===== src/rtl/time_set_controller_pkg.sv =====
// Shared types for the time/date edit controller: field codes, edit FSM states,
// per-field blink masks and the small decode helpers used by the top.
package clock_pkg;

  typedef enum logic [2:0] {
    FLD_NONE  = 3'd0,
    FLD_HOUR  = 3'd1,
    FLD_MIN   = 3'd2,
    FLD_SEC   = 3'd3,
    FLD_DAY   = 3'd4,
    FLD_MONTH = 3'd5,
    FLD_YEAR  = 3'd6
  } field_e;

  typedef enum logic [2:0] {
    ST_IDLE   = 3'd0,
    ST_F0     = 3'd1,
    ST_F1     = 3'd2,
    ST_F2     = 3'd3,
    ST_COMMIT = 3'd4
  } edit_state_e;

  localparam logic [7:0] BLINK_HOUR_DAY  = 8'hC0;
  localparam logic [7:0] BLINK_MIN_MONTH = 8'h30;
  localparam logic [7:0] BLINK_SEC       = 8'h0C;
  localparam logic [7:0] BLINK_YEAR      = 8'h0F;

  function automatic logic is_edit(edit_state_e st);
    return (st == ST_F0) || (st == ST_F1) || (st == ST_F2);
  endfunction

  // Mode 0 walks the clock fields, mode 1 the calendar fields.
  function automatic field_e field_of(edit_state_e st, logic mode);
    case (st)
      ST_F0:   return mode ? FLD_DAY   : FLD_HOUR;
      ST_F1:   return mode ? FLD_MONTH : FLD_MIN;
      ST_F2:   return mode ? FLD_YEAR  : FLD_SEC;
      default: return FLD_NONE;
    endcase
  endfunction

  function automatic logic [7:0] blink_of(field_e f);
    case (f)
      FLD_HOUR, FLD_DAY:  return BLINK_HOUR_DAY;
      FLD_MIN, FLD_MONTH: return BLINK_MIN_MONTH;
      FLD_SEC:            return BLINK_SEC;
      FLD_YEAR:           return BLINK_YEAR;
      default:            return 8'h00;
    endcase
  endfunction

endpackage


===== src/rtl/time_set_controller_button_conditioner.sv =====
// One KEY input: 2-flop sync, debounce, one-cycle press strobe and optional
// auto-repeat strobes while the debounced level stays asserted.
module button_conditioner #(
  parameter int DEBOUNCE_CYC     = 1_000_000,
  parameter int REPEAT_DELAY_CYC = 25_000_000,
  parameter int REPEAT_RATE_CYC  = 5_000_000,
  parameter bit REPEAT_EN        = 1'b1
) (
  input  logic clk,
  input  logic rst_n,
  input  logic i_raw_n,
  input  logic i_clr,
  output logic o_level,
  output logic o_press,
  output logic o_pulse
);

  localparam int DW = $clog2(DEBOUNCE_CYC + 1);
  localparam int RW = $clog2(REPEAT_DELAY_CYC + 1);
  localparam logic [DW-1:0] DB_LAST   = DW'(DEBOUNCE_CYC - 1);
  localparam logic [RW-1:0] RP_FIRST  = RW'(REPEAT_DELAY_CYC);
  // After a repeat strobe, restart RATE cycles short of the terminal count.
  localparam logic [RW-1:0] RP_RELOAD = RW'(REPEAT_DELAY_CYC - REPEAT_RATE_CYC + 1);

  logic [1:0]    r_sync;
  logic          r_db;
  logic          r_press;
  logic [DW-1:0] r_dcnt;
  logic [RW-1:0] r_rcnt;
  logic          w_lvl;
  logic          w_rep;

  assign w_lvl = ~r_sync[1];
  assign w_rep = REPEAT_EN && r_db && !i_clr && (r_rcnt == RP_FIRST);

  always_ff @(posedge clk) begin
    if (!rst_n) begin
      r_sync  <= 2'b11;
      r_db    <= 1'b0;
      r_press <= 1'b0;
      r_dcnt  <= '0;
      r_rcnt  <= '0;
    end else begin
      r_sync  <= {r_sync[0], i_raw_n};
      r_press <= 1'b0;
      // Any return to the accepted level restarts the stability window.
      if (w_lvl == r_db) begin
        r_dcnt <= '0;
      end else if (r_dcnt == DB_LAST) begin
        r_dcnt  <= '0;
        r_db    <= w_lvl;
        r_press <= w_lvl;
      end else begin
        r_dcnt <= r_dcnt + 1'b1;
      end
      if (!r_db || i_clr)          r_rcnt <= '0;
      else if (r_rcnt == RP_FIRST) r_rcnt <= RP_RELOAD;
      else                         r_rcnt <= r_rcnt + 1'b1;
    end
  end

  assign o_level = r_db;
  assign o_press = r_press;
  assign o_pulse = r_press | w_rep;

endmodule


===== src/rtl/time_set_controller.sv =====
// Button-driven edit controller for the clock/calendar counter: field selection
// FSM, inc/dec strobes with auto-repeat, inactivity timeout and blink mask.
import clock_pkg::*;

module time_set_controller #(
  parameter int DEBOUNCE_CYC     = 1_000_000,
  parameter int REPEAT_DELAY_CYC = 25_000_000,
  parameter int REPEAT_RATE_CYC  = 5_000_000,
  parameter int BLINK_HALF_CYC   = 12_500_000,
  parameter int TIMEOUT_S        = 30
) (
  input  logic       clk,
  input  logic       rst_n,
  input  logic       sw_mode,
  input  logic       tick_1s,
  input  logic       butt_change,
  input  logic       butt_increase,
  input  logic       butt_decrease,
  output logic       edit_active,
  output logic [2:0] field_sel,
  output logic       inc_pulse,
  output logic       dec_pulse,
  output logic       commit,
  output logic [7:0] blink_mask
);

  localparam int NUM_BTN = 3;
  localparam int BTN_CHG = 0;
  localparam int BTN_INC = 1;
  localparam int BTN_DEC = 2;
  localparam int IW = $clog2(TIMEOUT_S + 1);
  localparam int BW = $clog2(BLINK_HALF_CYC + 1);
  localparam logic [IW-1:0] TO_LAST = IW'(TIMEOUT_S - 1);
  localparam logic [IW-1:0] TO_MAX  = IW'(TIMEOUT_S);
  localparam logic [BW-1:0] BL_LAST = BW'(BLINK_HALF_CYC - 1);

  edit_state_e        r_state, w_next;
  logic               r_mode;
  logic [IW-1:0]      r_idle;
  logic [BW-1:0]      r_bcnt;
  logic               r_hidden;

  logic [NUM_BTN-1:0] w_raw_n, w_clr, w_lvl, w_press, w_pulse;
  logic               w_both, w_chg, w_any_press, w_editing, w_timeout;
  logic               w_next_edit, w_enter, w_unused_chg_lvl;
  field_e             w_field;

  assign w_raw_n = {butt_decrease, butt_increase, butt_change};
  // Holding inc and dec together cancels both and restarts their repeat timers.
  assign w_both  = w_lvl[BTN_INC] & w_lvl[BTN_DEC];
  assign w_clr   = {w_both, w_both, 1'b0};

  for (genvar i = 0; i < NUM_BTN; i++) begin : g_btn
    button_conditioner #(
      .DEBOUNCE_CYC    (DEBOUNCE_CYC),
      .REPEAT_DELAY_CYC(REPEAT_DELAY_CYC),
      .REPEAT_RATE_CYC (REPEAT_RATE_CYC),
      .REPEAT_EN       (i != BTN_CHG)
    ) u_btn (
      .clk    (clk),
      .rst_n  (rst_n),
      .i_raw_n(w_raw_n[i]),
      .i_clr  (w_clr[i]),
      .o_level(w_lvl[i]),
      .o_press(w_press[i]),
      .o_pulse(w_pulse[i])
    );
  end

  assign w_unused_chg_lvl = w_lvl[BTN_CHG];
  assign w_chg       = w_pulse[BTN_CHG];
  assign w_any_press = |w_press;
  assign w_editing   = is_edit(r_state);
  assign w_field     = field_of(r_state, r_mode);
  assign w_timeout   = w_editing && tick_1s && !w_any_press && (r_idle == TO_LAST);
  assign w_next_edit = is_edit(w_next);
  assign w_enter     = w_next_edit && (w_next != r_state);

  always_comb begin
    w_next      = r_state;
    edit_active = 1'b0;
    field_sel   = 3'd0;
    commit      = 1'b0;
    inc_pulse   = 1'b0;
    dec_pulse   = 1'b0;
    blink_mask  = 8'h00;
    case (r_state)
      ST_IDLE:   if (w_chg) w_next = ST_F0;
      ST_F0:     if (w_chg) w_next = ST_F1; else if (w_timeout) w_next = ST_COMMIT;
      ST_F1:     if (w_chg) w_next = ST_F2; else if (w_timeout) w_next = ST_COMMIT;
      ST_F2:     if (w_chg || w_timeout) w_next = ST_COMMIT;
      ST_COMMIT: w_next = ST_IDLE;
      default:   w_next = ST_IDLE;
    endcase
    edit_active = w_editing || (r_state == ST_COMMIT);
    field_sel   = w_field;
    commit      = (r_state == ST_COMMIT);
    // A change press in the same cycle takes priority over inc/dec.
    inc_pulse   = w_editing && w_pulse[BTN_INC] && !w_both && !w_chg;
    dec_pulse   = w_editing && w_pulse[BTN_DEC] && !w_both && !w_chg;
    if (w_editing && r_hidden) blink_mask = blink_of(w_field);
  end

  always_ff @(posedge clk) begin
    if (!rst_n) begin
      r_state  <= ST_IDLE;
      r_mode   <= 1'b0;
      r_idle   <= '0;
      r_bcnt   <= '0;
      r_hidden <= 1'b0;
    end else begin
      r_state <= w_next;
      if (r_state == ST_IDLE && w_chg) r_mode <= sw_mode;
      if (!w_editing || w_any_press)          r_idle <= '0;
      else if (tick_1s && r_idle != TO_MAX)   r_idle <= r_idle + 1'b1;
      // Show the digits immediately on field entry and after every step.
      if (!w_next_edit || w_enter || inc_pulse || dec_pulse) begin
        r_bcnt   <= '0;
        r_hidden <= 1'b0;
      end else if (r_bcnt == BL_LAST) begin
        r_bcnt   <= '0;
        r_hidden <= ~r_hidden;
      end else begin
        r_bcnt <= r_bcnt + 1'b1;
      end
    end
  end

endmodule


===== config.mk =====
export PLATFORM = sky130hd
export DESIGN_NAME = time_set_controller
export DESIGN_NICKNAME = d
export VERILOG_FILES = /design/src/rtl/time_set_controller_pkg.sv /design/src/rtl/time_set_controller_button_conditioner.sv /design/src/rtl/time_set_controller.sv
export SDC_FILE = /design/constraint.sdc
export NUM_CORES = 1
export LEC_CHECK = 0
export BUFFER_PORTS_ARGS = -buffer_cell sky130_fd_sc_hd__buf_2
export CORE_MARGIN = 4
export CORE_UTILIZATION = 36
export CTS_CLUSTER_SIZE = 28
export DETAILED_ROUTE_END_ITERATION = 7
export HOLD_SLACK_MARGIN = 0.15
export SLEW_MARGIN = 20
export SYNTH_ARGS = -nofsm -noshare
export SYNTH_HDL_FRONTEND = slang
export SYNTH_SLANG_ARGS = --single-unit

===== constraint.sdc =====
create_clock -name clk -period 2.4 [get_ports clk]
set_clock_uncertainty 0.05 [all_clocks]
set_input_delay 0.36 -clock clk [delete_from_list [all_inputs] [get_ports clk]]
set_output_delay 0.36 -clock clk [all_outputs]
set_load 0.01 [all_outputs]

### Word-level counts from Yosys, hierarchy flattened

Cells that the tools add are included.

| storage, ports and cells | value |
|---|---|
| register bits after elaboration | 156 |
| input port bits | 7 |
| output and inout port bits | 15 |
| logic and storage cells | 137 |

| operators by class | value |
|---|---|
| add/sub/neg operators | 7 |
| equality and inequality tests | 25 |
| mux-type cells | 14 |
| bitwise operators | 14 |
| reductions and logical operators | 56 |

Operator list:

| kind | number |
|---|---|
| 20-bit by 1-bit adder with 20-bit output (second input constant) | 3 |
| 20-bit == test (second input constant) | 3 |
| 25-bit by 1-bit adder with 25-bit output (second input constant) | 2 |
| 25-bit == test (second input constant) | 2 |
| 25-bit two-way mux | 2 |
| 8-bit case mux with 4 select lines | 1 |
| 3-bit OR reduction | 10 |
| 24-bit by 1-bit adder with 24-bit output (second input constant) | 1 |
| 24-bit == test (second input constant) | 1 |
| 3-bit two-way mux | 8 |
| 3-bit by 2-bit == test with 1-bit output (second input constant) | 6 |
| 1-bit logical AND | 17 |
| 3-bit == test (second input constant) | 4 |
| 1-bit logical OR | 12 |
| 3-bit case mux with 4 select lines | 1 |
| 2-bit OR reduction | 6 |
| 1-bit inverter | 11 |
| 3-bit by 1-bit == test with 1-bit output (second input constant) | 3 |
| 3-bit case mux with 3 select lines | 1 |
| 8-bit two-way mux | 1 |
| 1-bit logical NOT | 7 |
| 2-bit AND reduction | 3 |
| 5-bit by 1-bit adder with 5-bit output (second input constant) | 1 |
| 5-bit == test (second input constant) | 1 |
| other kinds (6) | 9 |

### Depth between registers and ports, before layout

| logic depth | value |
|---|---|
| word-level depth | 17 |
| depth in mapped cells | 9 |
| mapped depth without buffers | 7 |

### By module

A second synthesis with hierarchy kept.

| unflattened totals | value |
|---|---|
| cells, all modules | 858 |
| area total of the unflattened synthesis | 7483.4 µm² |

By module, submodules not included:

| module | instances | cells an instance | area an instance (µm²) | seq. area each (µm²) |
|---|---|---|---|---|
| button_conditioner (g_btn[1].u_btn ...) | 2 | 261 | 2255.9 | 980.9 |
| time_set_controller | 1 | 220 | 1871.8 | 680.7 |
| button_conditioner (g_btn[0].u_btn) | 1 | 116 | 1099.8 | 480.5 |

### Worst setup path before layout

OpenSTA, ideal clock, no wires.

| path | value |
|---|---|
| path type | flip-flop to output port |
| start | register g_btn[1].u_btn.r_rcnt[15] |
| end | output port inc_pulse |
| arrival | 1735 ps |
| slack | 255 ps |
| stages on the path, launching flop included | 6 |
| path buffers | 1 |
| cells stage by stage | dfxtp_1 -> or4_4 -> nor4_4 -> nand4_2 -> a21boi_4 -> buf_12 |

| between the ends | value |
|---|---|
| word-level cells in the longest chain between the ends | 6 |

RTL lines:

| element | line | RTL |
|---|---|---|
| start: declaration | time_set_controller_button_conditioner.sv:29 | `logic [RW-1:0] r_rcnt;` |
| start signal: assignment | time_set_controller_button_conditioner.sv:58 | `else r_rcnt <= r_rcnt + 1'b1;` |
| 25-bit == test | time_set_controller_button_conditioner.sv:34 | `assign w_rep = REPEAT_EN && r_db && !i_clr && (r_rcnt == RP_FIRST);` |
| 1-bit logical AND | time_set_controller_button_conditioner.sv:34 |  |
| 1-bit bitwise OR | time_set_controller_button_conditioner.sv:64 | `assign o_pulse = r_press \| w_rep;` |
| 1-bit logical AND (3 in a row) | time_set_controller.sv:99 | `inc_pulse = w_editing && w_pulse[BTN_INC] && !w_both && !w_chg;` |
| end: declaration | time_set_controller.sv:21 | `output logic inc_pulse,` |

No other way between the ends.

### Worst setup path in the final report

| path | value |
|---|---|
| start | register g_btn[1].u_btn.r_rcnt[10] |
| end | output port inc_pulse |

Same word-level chain as after synthesis.

==> impl_metrics.env <==
export IMPL_num_nets_final=869
export IMPL_number_of_global_route_vias_before_repair=4954
export IMPL_timing_hold_worst_class="in2reg"
export IMPL_rows=51
export IMPL_grt_first_pass_wirelength_mm=23.5
export IMPL_die_area_sq_um=22100
export IMPL_criticalPathCategory="reg2out"
export IMPL_slew_headroom_pct=38.0
export IMPL_critPathCaptureType="output pin"
export IMPL_detailed_place_hpwl_mm=9.13
export IMPL_initial_core_util_pct=36.5
export IMPL_post_synth_instance_area_sq_um=7110
export IMPL_std_cell_core_area_sq_um=19500
export IMPL_rsz0062_at_grt="true"
export IMPL_ys_warnings_count=0
export IMPL_cts_buffers_inserted=17
export IMPL_clock_path_buffers=2
export IMPL_routed_via_density=4.74
export IMPL_violations="setup timing"
export IMPL_cts_htree_levels=4
export IMPL_finalWorstPathRequiredPeriod_ps=2470
export IMPL_ys_seq_area_share_pct=43.9
export IMPL_globalRouteTotalUtil_pct=12.8
export IMPL_timing_fmax_mhz=404
export IMPL_timing_max_cap_violations=0
export IMPL_io_pins=22
export IMPL_drt_first_pass_iters=4
export IMPL_post_route_clock_period_utilization_pct=103
export IMPL_synth_main_ff_cell="dfxtp_1"
export IMPL_port_buffers=21
export IMPL_ys_types=51
export IMPL_synthesis_instances=804
export IMPL_startpoint_type="flop"
export IMPL_grt_overflow_total=0
export IMPL_drc=0
export IMPL_run_status="finished with violations"
export IMPL_hold_violations=0
export IMPL_worst_slew_pin_transition_ps=927
export IMPL_post_route_cells_drive_above_1_share_pct=13.4
export IMPL_layout_cells_non_filler=1128
export IMPL_ant_nets=0
export IMPL_syn_nets=822
export IMPL_grt_antenna_before_repair=0
export IMPL_r2r_setup_slack_ps=-10
export IMPL_clock_tree_from_tritoncts="yes"
export IMPL_gp_congestion=0.767
export IMPL_clk_pin_slew_worst_paths_ps=60
export IMPL_antennaDiodeCount=0
export IMPL_clk_root_buf="clkbuf_16"
export IMPL_drtIter0Drc=192
export IMPL_routed_via_count=5343
export IMPL_power_density_nw_per_um2=656
export IMPL_die_h_um=149
export IMPL_routed_wirelength_mm=13.4
export IMPL_synth_area_per_inst_sq_um=8.84
export IMPL_route_detailed_wl_per_inst_um=11.8
export IMPL_worst_ep_required_time_ps=1990
export IMPL_dp_cells=1088
export IMPL_peakVddDrop_uv=397
export IMPL_cp_max_fo=4
export IMPL_final_setup_worst_slack_ps=-72.9
export IMPL_timing_final_setup_violations=14
export IMPL_grt_start_max_net_pins=21
export IMPL_async_reset_ff_share_pct=0
export IMPL_clk_insertion_delay_late_ps=430
export IMPL_cp_arrival_ps=2060
export IMPL_cellLeakagePower_nw=2.76
export IMPL_cts_sinks=156
export IMPL_die_x_um=149
export IMPL_synth_seq_cells=156
export IMPL_worst_hold_margin_ps=198
export IMPL_area_growth_pct=16.9
export IMPL_final_max_slew_violation_count=0
export IMPL_synth_edf_count=0
worst paths after layout:
kind,startpoint,end,cells after the start
setup / recovery,g_btn[1].u_btn.r_rcnt[10]$_SDFF_PP0_,inc_pulse,5
hold / removal,sw_mode,r_mode$_SDFFE_PN0P_,3
setup reg to reg,g_btn[1].u_btn.r_rcnt[15]$_SDFF_PP0_,g_btn[1].u_btn.r_rcnt[2]$_SDFF_PP0_,12
hold reg to reg,g_btn[0].u_btn.r_sync[0]$_SDFF_PN1_,g_btn[0].u_btn.r_sync[1]$_SDFF_PN1_,1
layout make-up:
type | instances | area, sq um
Clock buffer | 19 | 443
Clock inverter | 12 | 171
Fill cell | 1947 | 11200
Inverter | 22 | 82.6
Multi-Input combinational cell | 598 | 3770
Sequential cell | 156 | 3130
Tap cell | 265 | 332
Timing Repair Buffer | 56 | 379
metrics by stage:
step | power, W | worst slack (ps) | area (sq um) | util [%] | TNS [ps]
floorplan | 0.00268 | 255 | 7110 | - | 0
global placement | 0.00269 | 169 | 7570 | 38.9 | 0
detailed placement | 0.00269 | 151 | 7570 | 38.9 | 0
CTS | 0.00552 | -108 | 8270 | 42.5 | -495
global route | 0.00563 | -190 | 8310 | 42.7 | -1990
finish | 0.00545 | -72.9 | 8310 | 42.7 | -128
power by group:
part	switching [W]	internal, W	leakage [nW]	total, W
logic	0.0000218	0.0000165	1.21	0.0000382
clock network	0.00105	0.00175	0.295	0.00281
registers	0.00000400	0.00260	1.26	0.00260
critical path: stages (launching register included):
cell      delay [ps]
dfxtp_2          340
or4_4            550
nor4_4           240
nand4_4          180
a21boi_4         180
buf_2            150
placed cells by master, fill, tap and decap left out, drive strengths merged, types with 3 or more instances in the layout:
cell | synthesis | layout
a21oi | 15 | 15
nand4 | 42 | 42
clkbuf | 13 | 19
dlygate4sd3 | 0 | 3
xor2 | 76 | 76
nand2 | 48 | 48
nand3 | 52 | 52
dfxtp | 156 | 156
ha | 11 | 11
o21ai | 7 | 7
and3 | 25 | 25
nor4b | 8 | 8
and4 | 8 | 8
or4 | 4 | 4
or3 | 5 | 5
nand4b | 3 | 3
nor2b | 6 | 6
clkinv | 0 | 5
and2 | 9 | 9
buf | 15 | 53
or2 | 4 | 4
nor4 | 11 | 11
xnor2 | 49 | 49
nor3 | 32 | 32
inv | 22 | 22
bufinv | 0 | 4
clkinvlp | 0 | 3
nand2b | 10 | 10
nand3b | 4 | 4
nor2 | 148 | 148
nor3b | 4 | 4
synth_stat cells, types with 9 or more instances:
| library cell | count | share of area, % |
|---|---|---|
| xor2_1 | 76 | 9.4 |
| nand3_1 | 52 | 3.7 |
| nand4_1 | 41 | 3.6 |
| and3_1 | 24 | 2.1 |
| nor3_1 | 23 | 1.6 |
| xnor2_1 | 49 | 6.0 |
| clkbuf_1 | 12 | 0.63 |
| nor2_1 | 148 | 7.8 |
| nand2_1 | 48 | 2.5 |
| dfxtp_1 | 156 | 44 |
| a21oi_1 | 15 | 1.1 |
| ha_1 | 11 | 1.9 |
| nor3_2 | 9 | 1.3 |
| inv_1 | 22 | 1.2 |
| nand2b_1 | 10 | 0.88 |
routing by layer:
layer / routed length (um) / share of wire [%] / track usage [%] / vias up
met1: 7070 / 53 / 18.2 / 2450
met2: 5640 / 42 / 18.3 / 56
met5: 0 / 0 / 0 / -
met3: 412 / 3.1 / 3.87 / 16
met4: 227 / 1.7 / 4.62 / 0
li1: - / - / - / 2821
flip-flops by register name, summed over array words and instances, names as in the netlist, 3 cells and up:
signal,cells
g_btn.u_btn.r_dcnt,60
g_btn.u_btn.r_rcnt,50
g_btn.u_btn.r_sync,6
r_idle,5
r_state,3
g_btn.u_btn.o_press,3
g_btn.u_btn.o_level,3
r_bcnt,24
what timing repair did:
action	CTS	global route
hold endpoints to repair	3	0
pin swaps	3	3
setup endpoints to repair	2	28
setup buffers	6	0
hold buffers	3	0
gates resized for setup	4	8
cells by family after synthesis:
group                      count (synthesis)  share of synthesized area, %
AOI/OAI and AO/OA                         31                          2.83
DFF                                      156                          43.9
buffers and inverters                     50                          3.52
xor gates and xnor gates                 125                          15.4
muxes                                      3                         0.440
and+or+nand+nor                          428                          31.9
adders and majority gates                 11                          1.94
Power figures use the tool's default switching activity.
